$ cat src/rtl/sumnb_seq.sv
// Chunk-serial adder/subtractor: one CHUNK-bit ripple slice per clock with a
// registered carry; start/done handshake, results and flags held until next DONE.
module sumnb_seq #(
  parameter int WIDTH = 16,
  parameter int CHUNK = 4
) (
  input  logic             clk,
  input  logic             rst_n,
  input  logic             start,
  input  logic             op,
  input  logic [WIDTH-1:0] A,
  input  logic [WIDTH-1:0] B,
  input  logic             Ci,
  output logic             busy,
  output logic             done,
  output logic [WIDTH-1:0] So,
  output logic             Co,
  output logic             Ov,
  output logic             Z
);

  localparam int NCH = WIDTH / CHUNK;
  localparam int IW  = (NCH > 1) ? $clog2(NCH) : 1;

  typedef enum logic [1:0] {
    IDLE = 2'd0,
    RUN  = 2'd1,
    DONE = 2'd2
  } state_t;

  state_t           state_r;
  state_t           state_s;
  logic [WIDTH-1:0] a_r;
  logic [WIDTH-1:0] b_r;
  logic [WIDTH-1:0] res_r;
  logic [WIDTH-1:0] res_s;
  logic             carry_r;
  logic [IW-1:0]    idx_r;
  logic             accept_s;
  logic             last_s;
  logic [CHUNK-1:0] slice_s;
  logic             cout_s;
  logic             cmsb_s;

  // CHUNK-bit ripple stage on the low slice of the operand shift registers
  always_comb begin
    logic c;
    c       = carry_r;
    cmsb_s  = carry_r;
    slice_s = {CHUNK{1'b0}};
    for (int k = 0; k < CHUNK; k++) begin
      if (k == CHUNK - 1) begin
        cmsb_s = c;
      end else begin
        cmsb_s = cmsb_s;
      end
      slice_s[k] = a_r[k] ^ b_r[k] ^ c;
      c          = (a_r[k] & b_r[k]) | (c & (a_r[k] ^ b_r[k]));
    end
    cout_s = c;
  end

  // Result shifts right; the newest slice enters at the top so the last slice
  // lands in the most significant position.
  assign res_s = (res_r >> CHUNK) | (WIDTH'(slice_s) << (WIDTH - CHUNK));

  // Next-state and accept decode
  always_comb begin
    state_s  = state_r;
    accept_s = 1'b0;
    last_s   = (idx_r == IW'(NCH - 1));
    case (state_r)
      IDLE: begin
        if (start) begin
          accept_s = 1'b1;
          state_s  = RUN;
        end else begin
          state_s  = IDLE;
        end
      end
      RUN: begin
        if (last_s) begin
          state_s = DONE;
        end else begin
          state_s = RUN;
        end
      end
      DONE: begin
        if (start) begin
          accept_s = 1'b1;
          state_s  = RUN;
        end else begin
          state_s  = IDLE;
        end
      end
      default: begin
        state_s = IDLE;
      end
    endcase
  end

  // State, datapath and registered outputs
  always_ff @(posedge clk or negedge rst_n) begin
    if (!rst_n) begin
      state_r <= IDLE;
      busy    <= 1'b0;
      done    <= 1'b0;
      a_r     <= {WIDTH{1'b0}};
      b_r     <= {WIDTH{1'b0}};
      res_r   <= {WIDTH{1'b0}};
      carry_r <= 1'b0;
      idx_r   <= {IW{1'b0}};
      So      <= {WIDTH{1'b0}};
      Co      <= 1'b0;
      Ov      <= 1'b0;
      Z       <= 1'b0;
    end else begin
      state_r <= state_s;
      busy    <= (state_s == RUN);
      done    <= (state_s == DONE);
      if (accept_s) begin
        // Subtraction is A + ~B + ~Ci, so the borrow-in becomes an inverted carry-in
        a_r     <= A;
        b_r     <= op ? ~B : B;
        carry_r <= op ? ~Ci : Ci;
        idx_r   <= {IW{1'b0}};
        res_r   <= {WIDTH{1'b0}};
      end else if (state_r == RUN) begin
        a_r     <= a_r >> CHUNK;
        b_r     <= b_r >> CHUNK;
        carry_r <= cout_s;
        idx_r   <= idx_r + IW'(1);
        res_r   <= res_s;
        if (last_s) begin
          So <= res_s;
          Co <= cout_s;
          Ov <= cout_s ^ cmsb_s;
          Z  <= (res_s == {WIDTH{1'b0}});
        end else begin
          So <= So;
        end
      end else begin
        idx_r <= idx_r;
      end
    end
  end

endmodule

$ cat config.mk
export PLATFORM = sky130hd
export DESIGN_NAME = sumnb_seq
export DESIGN_NICKNAME = d
export VERILOG_FILES = /design/src/rtl/sumnb_seq.sv
export SDC_FILE = /design/constraint.sdc
export NUM_CORES = 1
export LEC_CHECK = 0
export ABC_AREA = 1
export CAP_MARGIN = 10
export CELL_PAD_IN_SITES_DETAIL_PLACEMENT = 0
export CELL_PAD_IN_SITES_GLOBAL_PLACEMENT = 1
export CORE_ASPECT_RATIO = 0.7
export CORE_MARGIN = 1
export CORE_UTILIZATION = 35
export CTS_CLUSTER_SIZE = 16
export DETAILED_ROUTE_END_ITERATION = 10
export HOLD_SLACK_MARGIN = 0.05
export PLACE_DENSITY = 0.85
export REMOVE_ABC_BUFFERS = 1
export SKIP_CTS_REPAIR_TIMING = 1
export SLEW_MARGIN = 20
export SYNTH_ARGS = -nofsm -noshare
export SYNTH_HDL_FRONTEND = slang
export SYNTH_SLANG_ARGS = --single-unit
$ cat constraint.sdc
create_clock -name clk -period 2.39 [get_ports clk]
set_input_delay 0.3585 -clock clk [delete_from_list [all_inputs] [get_ports clk]]
set_output_delay 0.3585 -clock clk [all_outputs]
set_load 0.01 [all_outputs]
* Word level (Yosys, flattened, before mapping)
Index checks and enable logic that the tools add are counted.
Storage, ports and cells: register bits 74, bits in latches 0, word-level logic and storage cells 65, bits in writable memories 0, output and inout bits 21, memory bits (read-only) 0, memories kept 0
Operators by class: bitwise gates (word level) 25, shift-type cells 0, $mul 0, divide/modulo/power cells 0, reductions and logical operators 5, eq/ne operators 5, add/sub/neg operators 1, order comparisons 0, multiplexer cells 17
Operators with widths (number):
- $mux 16 | 7
- $logic_not 16->1 | 1
- $not 16->16 | 1
- $or 12x16->16 | 1
- $xor 1x1->1 | 9
- $and 1x1->1 | 8
- $eq 2x2->1 const B | 3
- $mux 1 | 6
- $mux 2 | 3
- $eq 2x1->1 const B | 2
- $or 1x1->1 | 4
- $pmux 2 s2 | 1
- $reduce_and 3->1 | 1
- $add 2x1->2 const B | 1
- $logic_not 2->1 | 1
- $not 1->1 | 2
- $reduce_bool 2->1 | 1
- $reduce_or 2->1 | 1

* Logic depth before layout (Yosys ltp)
Gate-level depths: netlist of the first run.
word-level depth 11, gate-level depth with buffers 13

* Least setup slack after synthesis of the first run
No wires, ideal clock.
path type register -> register, from register a_r[0], to register Z, buffers on the path 0, path slack 0.062 ns, data arrival time 2.263 ns, data required time 2.325 ns, stages on the path, launching flop included 14, cell sequence dfrtp_1 inv_1 fa_1 fa_1 inv_1 fa_1 inv_1 fa_1 nand2_1 inv_1 nand2_1 nor2_1 nand3_1 nand2_1
On the way: word-level cells in the longest chain between the ends 10, elaborated cells on any way between the ends 14, classes of those cells bitwise: 13; reduce/logical: 1
RTL lines:
- start: declaration | RTL line 33 | logic [WIDTH-1:0] a_r;
- start signal: assignment | RTL line 108 | a_r <= {WIDTH{1'b0}};
- start signal: assignment | RTL line 129 | a_r <= a_r >> CHUNK;
- $xor 1x1->1 | RTL line 57, 58
- $and 1x1->1 | RTL line 58 | c = (a_r[k] & b_r[k]) | (c & (a_r[k] ^ b_r[k]));
- $or 1x1->1 | RTL line 58
- $and 1x1->1 | RTL line 58
- $or 1x1->1 | RTL line 58
- $and 1x1->1 | RTL line 58
- $or 1x1->1 | RTL line 58
- $xor 1x1->1 | RTL line 57 | slice_s[k] = a_r[k] ^ b_r[k] ^ c;
- $or 12x16->16 * | RTL line 65 | assign res_s = (res_r >> CHUNK) | (WIDTH'(slice_s) << (WIDTH - CHUNK));
- $logic_not 16->1 * | RTL line 138 | Z <= (res_s == {WIDTH{1'b0}});
- end signal: assignment | RTL line 138
- end: declaration | RTL line 19 | output logic Z
Mark *: on every way between the ends. The rest lies on a longest branch, timed or not. A chain may end at the register's enable or synchronous reset.

* Worst setup path after layout of the first run
Ends and elaborated chain as after synthesis.

==> reports/metrics.cfg, run 1 <==
[layout]
final_util_pct=47.73
regArea_um2=1752
multi_input_area_um2=1130
final_cells=527
drive_gt1_share_pct=10.57
n_fill_cell=809
areaGrowthSynthToFinish_pct=30.59
fin_nets=444
diodes=0

[sta]
setup_viol=1
timing.fmax_mhz=414.3
min_period_ns=2.414
rsz0062_at_grt=true
holdWs_ns=0.04111
hold_viol_final=0
worst_pin_slew_ns=0.6536
drv_slew=0
relSlewSlack_pct=56.27
fin_crit_sh_pct=101.0
worst_slack_ns=-0.02357
skew_ns=0.005831

[clocking]
cts_sinks=70
clock_path_buffers=2
cts_root_buf=clkbuf_16
cts_buffers=9
cts_tree=built
clk_latency_ns=0.33
cts_max_level=3
clkTransAtPathRegs_ns=0.06

[run_status]
outcome=finished with violations
failed_checks=negative setup slack

[synthesis]
synth_seq_cells=70
synth.yosys.seq_area_share_pct=55.84
synthTopCellsByArea=dfrtp_1 (56%), nand2_1 (9.5%), o21ai_0 (6.2%), inv_1 (4.4%), o21ai_1 (2.9%)
yosys.cell_types.count=24
avgSynthCellArea_um2=9.092
yosysWarnings=0
syn-cell-area_um2=3137
post-synth-top-area-cell=dfrtp_1
syn_inst=345
synth_top_area_share_pct=55.84

[critical_path]
r2r_setup_slack_ns=-0.02
cp_data_required_time_ns=2.66
critical_path_class=register to register
path_max_fanout=3
start_kind=register
cp-end-kind=register
worstPathArrival_ns=2.68

[run]
cap_violations=0

[routing]
post_drt_wl_per_cell_um=13.10
drt_iter0_drc=114
drt.antenna.violating_nets=0
drt_wl_total_mm=6.906
routed-via-count=2474
drc=0
first_pass_iters=4
viasPerCell=4.694

[floorplanning]
rows=28
core_area_um2=8583
dieWidth_um=115.2
ios=58
die-area_um2=9351
dieHeight_um=81.21
start_util_pct=36.55

[global_routing]
grt-ovfl-total=0
antenna_found_initial=0
grt_pass1_wl_mm=11.35
grt_pass1_vias=2385
grt_usage_pct=16.07
grt_start_max_net_pins=71

[power_and_ir_drop]
p_leak_nw=1.878
total_power_mw=5.727
power_density_nw_per_um2=1398
ir_drop_v=0.0004232

[placement]
port_buffers=57
globalplace.congestion=0.7894
place_hpwl_mm=4.558
placedCellCount=510

[hold_path]
hp-class=primary input to async pin

## registers in the layout, summed over array words and instances (netlist names)
| name | cells |
|---|---|
| a_r | 16 |
| So | 16 |
| Ov | 1 |
| idx_r | 2 |
| carry_r | 1 |
| b_r | 16 |
| state_r | 2 |
| done | 1 |
| res_r | 12 |
| Co | 1 |
| busy | 1 |
| Z | 1 |
## through the flow
| stage | TNS [ns] | area (µm²) | setup slack [ns] |
|---|---|---|---|
| after floorplan | 0 | 3022 | 0.06028 |
| after global placement | 0 | 3802 | 0.01691 |
| after detailed placement | -0.04617 | 3802 | -0.04617 |
| after CTS | -0.1354 | 4078 | -0.1354 |
| after global routing | -0.1745 | 4096 | -0.1745 |
| final | -0.02357 | 4096 | -0.02357 |
## final cells by class
cell class              instances  share of cell area [%]
clock inverters                 7                   1.222
flip-flops and latches         70                   42.76
multi-input cells             217                   27.58
clock buffers                   9                   5.498
well taps                     120                   3.665
inverters                      39                   3.696
repair buffers                 65                   15.58
## cell usage in the layout, fill, tap and decap left out, drive strengths merged
cell type      instances
nand3                  8
clkinvlp               3
nand2                 83
dfrtp                 70
or2                    5
clkinv                 3
clkdlybuf4s50         56
clkbuf                 9
ha                     1
fa                     4
nor2                  19
o211ai                 5
a21oi                 14
o21ai                 57
inv                   40
buf                    9
xor2                   9
o22ai                 12
## kinds of logic (layout without fill, tap and decap cells)
group	count (synthesis)	count (layout)	synth area share (%)
XOR/XNOR	9	9	2.513
buffers and inverters	58	120	8.496
flip-flops	70	70	55.84
adder cells (fa/ha/maj)	5	5	2.952
AND/OR/NAND/NOR	115	115	15.28
AO/OA/AOI/OAI	88	88	14.92
## cells in the mapped netlist
cell type / number
nand2_1: 79
dfrtp_1: 70
o21ai_0: 39
inv_1: 37
nor2_1: 19
o21ai_1: 18
a21oi_1: 14
o22ai_1: 12
buf_2: 10
xor2_1: 9
nand3_1: 8
o211ai_1: 5
or2_2: 5
fa_1: 4
buf_6: 3
nand2_4: 3
buf_4: 2
clkbuf_1: 2
buf_1: 1
clkbuf_2: 1
ha_1: 1
inv_2: 1
inv_6: 1
nand2_2: 1
## routing by layer
| layer | wire [µm] | global-route usage, % | vias to the layer above |
|---|---|---|---|
| met5 | 0 | 0 | - |
| met3 | 406 | 5.149 | 7 |
| met1 | 3373 | 22.10 | 1183 |
| met2 | 3071 | 24.64 | 60 |
| li1 | - | - | 1224 |
| met4 | 54 | 3.896 | 0 |
## path summary, 6_finish.rpt
| check | startpoint | to | cells past startpoint |
|---|---|---|---|
| setup / recovery | a_r[0]$_DFFE_PN0P_ | Z$_DFFE_PN0P_ | 13 |
| hold / removal | rst_n | So[0]$_DFFE_PN0P_ | 2 |
| setup reg to reg | a_r[0]$_DFFE_PN0P_ | Z$_DFFE_PN0P_ | 13 |
| hold reg to reg | b_r[13]$_DFFE_PN0P_ | b_r[13]$_DFFE_PN0P_ | 2 |
| max in group asynchronous | rst_n | a_r[10]$_DFFE_PN0P_ | 2 |
| min in group clk | b_r[13]$_DFFE_PN0P_ | b_r[13]$_DFFE_PN0P_ | 2 |
## power breakdown
part / leakage, nW / total (mW) / internal [mW] / switching (mW)
clock: 0.128 / 1.22 / 0.703 / 0.521
sequential: 0.880 / 2.02 / 1.74 / 0.279
combinational: 0.870 / 2.49 / 1.06 / 1.43
## critical path: stages, from the launching register on
cell     delay, ns
dfrtp_1       0.35
inv_2         0.05
fa_2          0.38
fa_2          0.35
inv_2         0.06
fa_2          0.20
inv_2         0.04
fa_1          0.55
nand2_1       0.06
inv_1         0.05
nand2_1       0.04
nor2_1        0.09
nand3_1       0.08
nand2_1       0.06
Note: power is estimated with default switching activity, not from simulation.
==> inputs of run 2 (changes only) <==
Settings changed: GPL_ROUTABILITY_DRIVEN from default to 0, GPL_TIMING_DRIVEN from default to 0.
==> reports/metrics.cfg, run 2 (synthesized netlist as in run 1, its figures left out) <==
[run_status]
outcome=finished with violations
failed_checks=negative setup slack

[routing]
first_pass_iters=4
drc=0
routed-via-count=2388
drt_wl_total_mm=6.817
post_drt_wl_per_cell_um=13.03
drt_iter0_drc=82
drt.antenna.violating_nets=0
viasPerCell=4.566

[critical_path]
reg2reg_depth=13
cp_data_required_time_ns=2.65
cp-end-kind=register
worst_r2r_endpoint=Z$_DFFE_PN0P_
crit_slowest_cell=fa_2
worstPathArrival_ns=2.69
cpPeakStageDelay_ns=0.54
critical_path_class=register to register
start_kind=register
path_max_fanout=2
worstPathCellList=inv_2, fa_2, fa_2, inv_2, fa_2, inv_2, fa_2, nand2_1, inv_1, nand2_1, nor2_1, nand3_1, nand2_1
rr_startpoint=carry_r$_DFFE_PN0P_
r2r_setup_slack_ns=-0.04
cp_common_cell=fa_2

[clocking]
cts_max_level=3
clk_latency_ns=0.32
cts_buffers=9
cts_sinks=70
cts_tree=built
clkTransAtPathRegs_ns=0.06
clock_path_buffers=2
cts_root_buf=clkbuf_16

[placement]
place_hpwl_mm=4.425
postPlaceCellArea_um2=3760
port_buffers=57

[sta]
timing.fmax_mhz=411.4
worst_slack_ns=-0.04096
setup_viol=1
skew_ns=0.005542
worst_pin_slew_ns=0.9311
rsz0062_at_grt=true
relSlewSlack_pct=37.73
hold_viol_final=0
min_period_ns=2.431
fin_crit_sh_pct=101.7
drv_slew=0

[layout]
areaGrowthSynthToFinish_pct=31.31
drive_gt1_share_pct=9.677
n_fill_cell=821
fin_nets=440
top_regs=So: 16 flops, a_r: 16 flops, b_r: 16 flops
fin_area_um2=4119
diodes=0
final_cell_mix=nand2_1 (79), dfrtp_1 (70), clkdlybuf4s50_1 (56), o21ai_0 (39), inv_1 (33)
layout_commonest_cell=nand2_1

[power_and_ir_drop]
clockPowerShare_pct=24.2
seqPwrFrac_pct=34.0
p_leak_nw=1.882
p_switching_mw=2.156
p_int_mw=3.699
power_density_nw_per_um2=1421
p_comb_share_pct=41.8
switching_share_pct=36.82
ir_drop_v=0.0004370
total_power_mw=5.855

[floorplanning]
dieHeight_um=81.21
die-area_um2=9351
dieWidth_um=115.2
start_util_pct=36.55
ios=58
core_area_um2=8583
rows=28

[global_routing]
grt_pass1_vias=2359
met1_usage_pct=21.59
grt_start_max_net_pins=40
grt_pass1_wl_mm=11.41
antenna_found_initial=0
grt-busiest-layer=met2
grt-ovfl-total=0
grt_usage_pct=16.30
met2_usage_pct=24.94
use_met3_pct=7.015

[hold_path]
hold_start=b_r[8]$_DFFE_PN0P_
worstHoldPathCells=2
hold_path_end=b_r[8]$_DFFE_PN0P_
hp-class=register to register

[run]
cap_violations=0

-- run 2: changes by cell type in the layout (fill, tap and decap cells not counted) --
cell / previous run / this run
buf_4: 7 / 3
bufinv_16: 0 / 2
buf_2: 1 / 0
clkbuf_8: 0 / 1
clkinv_4: 1 / 0
clkinvlp_4: 3 / 2
dlygate4sd3_1: 0 / 1
fa_1: 1 / 0
fa_2: 3 / 4
inv_1: 34 / 33
inv_2: 4 / 5
inv_6: 2 / 1
o21ai_0: 38 / 39
o21ai_2: 1 / 0
-- run 2: cell type report --
class	instances	area (µm²)	share of cell area (%)
clock buffer	10	239.0	5.802
inverter	39	151.4	3.676
tap	120	150.1	3.645
clock inverter	6	85.08	2.066
sequential	70	1752	42.53
multi-input combinational	217	1129	27.40
timing repair buffer	61	613.1	14.88
-- run 2: critical path: cells and delay by family, from the launching register on --
kind | cells | cell delay, ns
AND/OR/NAND/NOR | 5 | 0.32
buffers and inverters | 4 | 0.21
adder cells (fa/ha/maj) | 4 | 1.50
flip-flops | 1 | 0.36
-- run 2: layer usage --
metal	share of wire, %	vias up
li1	-	1209
met1	48	1104
met2	44	73
met3	7.3	2
met4	0.28	0
met5	0	-
-- run 2: stage by stage --
step           utilization, %  setup TNS (ns)  hold slack [ns]  worst slack, ns  std cells
2_1_floorplan               -               0          0.06291          0.06028        326
3_3_place_gp            43.60         -100.37           0.4585           -1.435        503
3_5_place_dp            43.80         -0.1317           0.3452          -0.1317        504
4_1_cts                 47.58         -0.1508        -0.004347          -0.1508        520
5_1_grt                 47.99         -0.2433           0.4864          -0.1781        523
6_report                47.99        -0.04096           0.4748         -0.04096        523
-- run 2: worst max path at each step --
| stage | start | end | slack, ns | depth (start not counted) |
|---|---|---|---|---|
| 4_1_cts | b_r[0]$_DFFE_PN0P_ | Z$_DFFE_PN0P_ | -0.15 | 13 |
| 3_5_place_dp | a_r[0]$_DFFE_PN0P_ | Z$_DFFE_PN0P_ | -0.13 | 13 |
| 5_1_grt | carry_r$_DFFE_PN0P_ | Z$_DFFE_PN0P_ | -0.18 | 13 |
| 2_1_floorplan | a_r[0]$_DFFE_PN0P_ | Z$_DFFE_PN0P_ | 0.06 | 13 |
| 3_3_place_gp | rst_n | a_r[13]$_DFFE_PN0P_ | -1.44 | 1 |
| 6_report | carry_r$_DFFE_PN0P_ | Z$_DFFE_PN0P_ | -0.04 | 13 |
-- run 2: power by group through the flow --
stage	Sequential (mW)	Combinational (mW)	Clock [mW]
detailed placement	2.01	2.37	0
finish	1.99	2.45	1.42
global route	2.06	2.81	1.50
CTS	2.00	2.38	1.45
floorplan	2.03	1.43	0
global placement	2.00	2.31	0
==> inputs of run 3 (changes only) <==
--- a/config.mk
+++ b/config.mk
@@ -13,3 +13,4 @@
 export CORE_MARGIN = 1
-export CORE_UTILIZATION = 35
+export CORE_UTILIZATION = 37
+export CTS_BUF_LIST = sky130_fd_sc_hd__clkbuf_4
 export CTS_CLUSTER_SIZE = 16
@@ -19,3 +20,3 @@
 export HOLD_SLACK_MARGIN = 0.05
-export PLACE_DENSITY = 0.85
+export PLACE_DENSITY = 0.88
 export REMOVE_ABC_BUFFERS = 1
--- a/constraint.sdc
+++ b/constraint.sdc
@@ -3,2 +3,2 @@
 set_output_delay 0.3585 -clock clk [all_outputs]
-set_load 0.01 [all_outputs]
+set_load 0.005 [all_outputs]
==> reports/metrics.cfg, run 3 (synthesized netlist as in run 1, its figures left out) <==
[sta]
skew_ns=0.01104
relSlewSlack_pct=37.51
rsz0062_at_grt=true
hold_viol_final=0
min_period_ns=2.407
fin_crit_sh_pct=100.7
timing.fmax_mhz=415.4
worst_slack_ns=-0.01729
setup_viol=1
drv_slew=0
worst_pin_slew_ns=0.9345

[routing]
viasPerCell=4.835
post_drt_wl_per_cell_um=13.14
drt.antenna.violating_nets=0
drc=1
drt_iter0_drc=108
first_pass_iters=9
drt_wl_total_mm=6.610
routed-via-count=2432

[floorplanning]
rows=27
start_util_pct=39.01
ios=58
dieHeight_um=79.04
die-area_um2=8856
core_area_um2=8040
dieWidth_um=112.1

[placement]
port_buffers=57
pre_cts_ws_ns=-0.1528
postPlaceCellArea_um2=3736
placedCellCount=485
place_hpwl_mm=4.346

[layout]
n_fill_cell=806
fin_area_um2=3929
fin_nets=440
final_cell_mix=nand2_1 (78), dfrtp_1 (70), clkdlybuf4s50_1 (56), o21ai_0 (39), inv_1 (33)
areaGrowthSynthToFinish_pct=25.25
top_regs=So: 16 flops, a_r: 16 flops, b_r: 16 flops
drive_gt1_share_pct=9.701
final_cells=503
layout_commonest_cell=nand2_1
diodes=0

[clocking]
cts_tree=built
cts_root_buf=clkbuf_4
clk_latency_ns=0.42
cts_sinks=70
cts_buffers=9
cts_max_level=3
clkTransAtPathRegs_ns=0.11
clock_path_buffers=2

[hold_path]
hp-class=primary input to async pin

[run]
cap_violations=0

[critical_path]
worstPathArrival_ns=2.77
start_kind=register
critical_path_class=register to register
path_max_fanout=2
cp-end-kind=register
cp_data_required_time_ns=2.75

[global_routing]
grt_start_max_net_pins=40
grt_pass1_vias=2355
grt-ovfl-total=0
grt_pass1_wl_mm=11.25
antenna_found_initial=0
grt_usage_pct=16.61

[run_status]
outcome=finished with violations
failed_checks=design-rule violations, negative setup slack

[power_and_ir_drop]
power_density_nw_per_um2=1331
p_leak_nw=1.803
ir_drop_v=0.0004279
total_power_mw=5.229

==> run 3: changes by cell type in the layout (fill, tap and decap cells not counted), sizes merged <==
cell / delta
clkinv: -1
clkbuf: -1
clkinvlp: +1
==> run 3: worst paths after layout <==
kind / depth (start not counted) / slack (ns) / from / end
worst max-delay path: 13 / -0.02 / a_r[0]$_DFFE_PN0P_ / Z$_DFFE_PN0P_
worst min-delay path: 2 / 0.41 / rst_n / b_r[15]$_DFFE_PN0P_
worst max register to register: 13 / -0.02 / a_r[0]$_DFFE_PN0P_ / Z$_DFFE_PN0P_
worst min register to register: 2 / 0.49 / b_r[8]$_DFFE_PN0P_ / b_r[8]$_DFFE_PN0P_
max in group asynchronous: 3 / 1.43 / rst_n / idx_r[0]$_DFFE_PN0P_
min in group clk: 3 / 0.47 / A[13] / a_r[13]$_DFFE_PN0P_
==> run 3: final cells by class <==
class / count / area [µm²] / share of cell area [%]
tap: 101 / 126.4 / 3.217
inverter: 39 / 151.4 / 3.853
clock inverter: 6 / 87.58 / 2.229
timing repair buffer: 61 / 613.1 / 15.61
multi-input combinational: 217 / 1131 / 28.79
sequential: 70 / 1752 / 44.59
clock buffer: 9 / 67.56 / 1.720
==> run 3: stage by stage <==
step | util [%] | TNS [ns] | hold slack, ns
3_5_place_dp | 46.47 | -0.1528 | 0.3421
3_3_place_gp | 46.25 | -97.46 | 0.4586
6_report | 48.86 | -0.01729 | 0.4143
2_1_floorplan | - | 0 | 0.06291
4_1_cts | 48.40 | -0.1635 | -0.1217
5_1_grt | 48.86 | -0.1270 | 0.4273
==> run 3: worst max-delay path, cell delays in order, from the launching register on <==
cell	delay, ns
dfrtp_1	0.36
inv_2	0.05
fa_2	0.38
fa_2	0.34
inv_2	0.06
fa_2	0.21
inv_2	0.04
fa_2	0.54
nand2_1	0.05
inv_1	0.06
nand2_2	0.04
nor2_1	0.09
nand3_1	0.08
nand2_1	0.06
==> run 3: power by group <==
group          internal (mW)  total, mW  switching, mW
logic                   1.03       2.40           1.36
clock network          0.416      0.842          0.426
registers               1.73       1.99          0.262
total                   3.18       5.23           2.05
==> run 3: per-layer routing <==
layer / global-route usage, % / up-vias / share of wire, %
li1: - / 1217 / -
met1: 22.77 / 1156 / 50
met2: 24.47 / 48 / 43
met3: 5.954 / 11 / 5.0
met4: 5.467 / 0 / 1.4
met5: 0 / - / 0
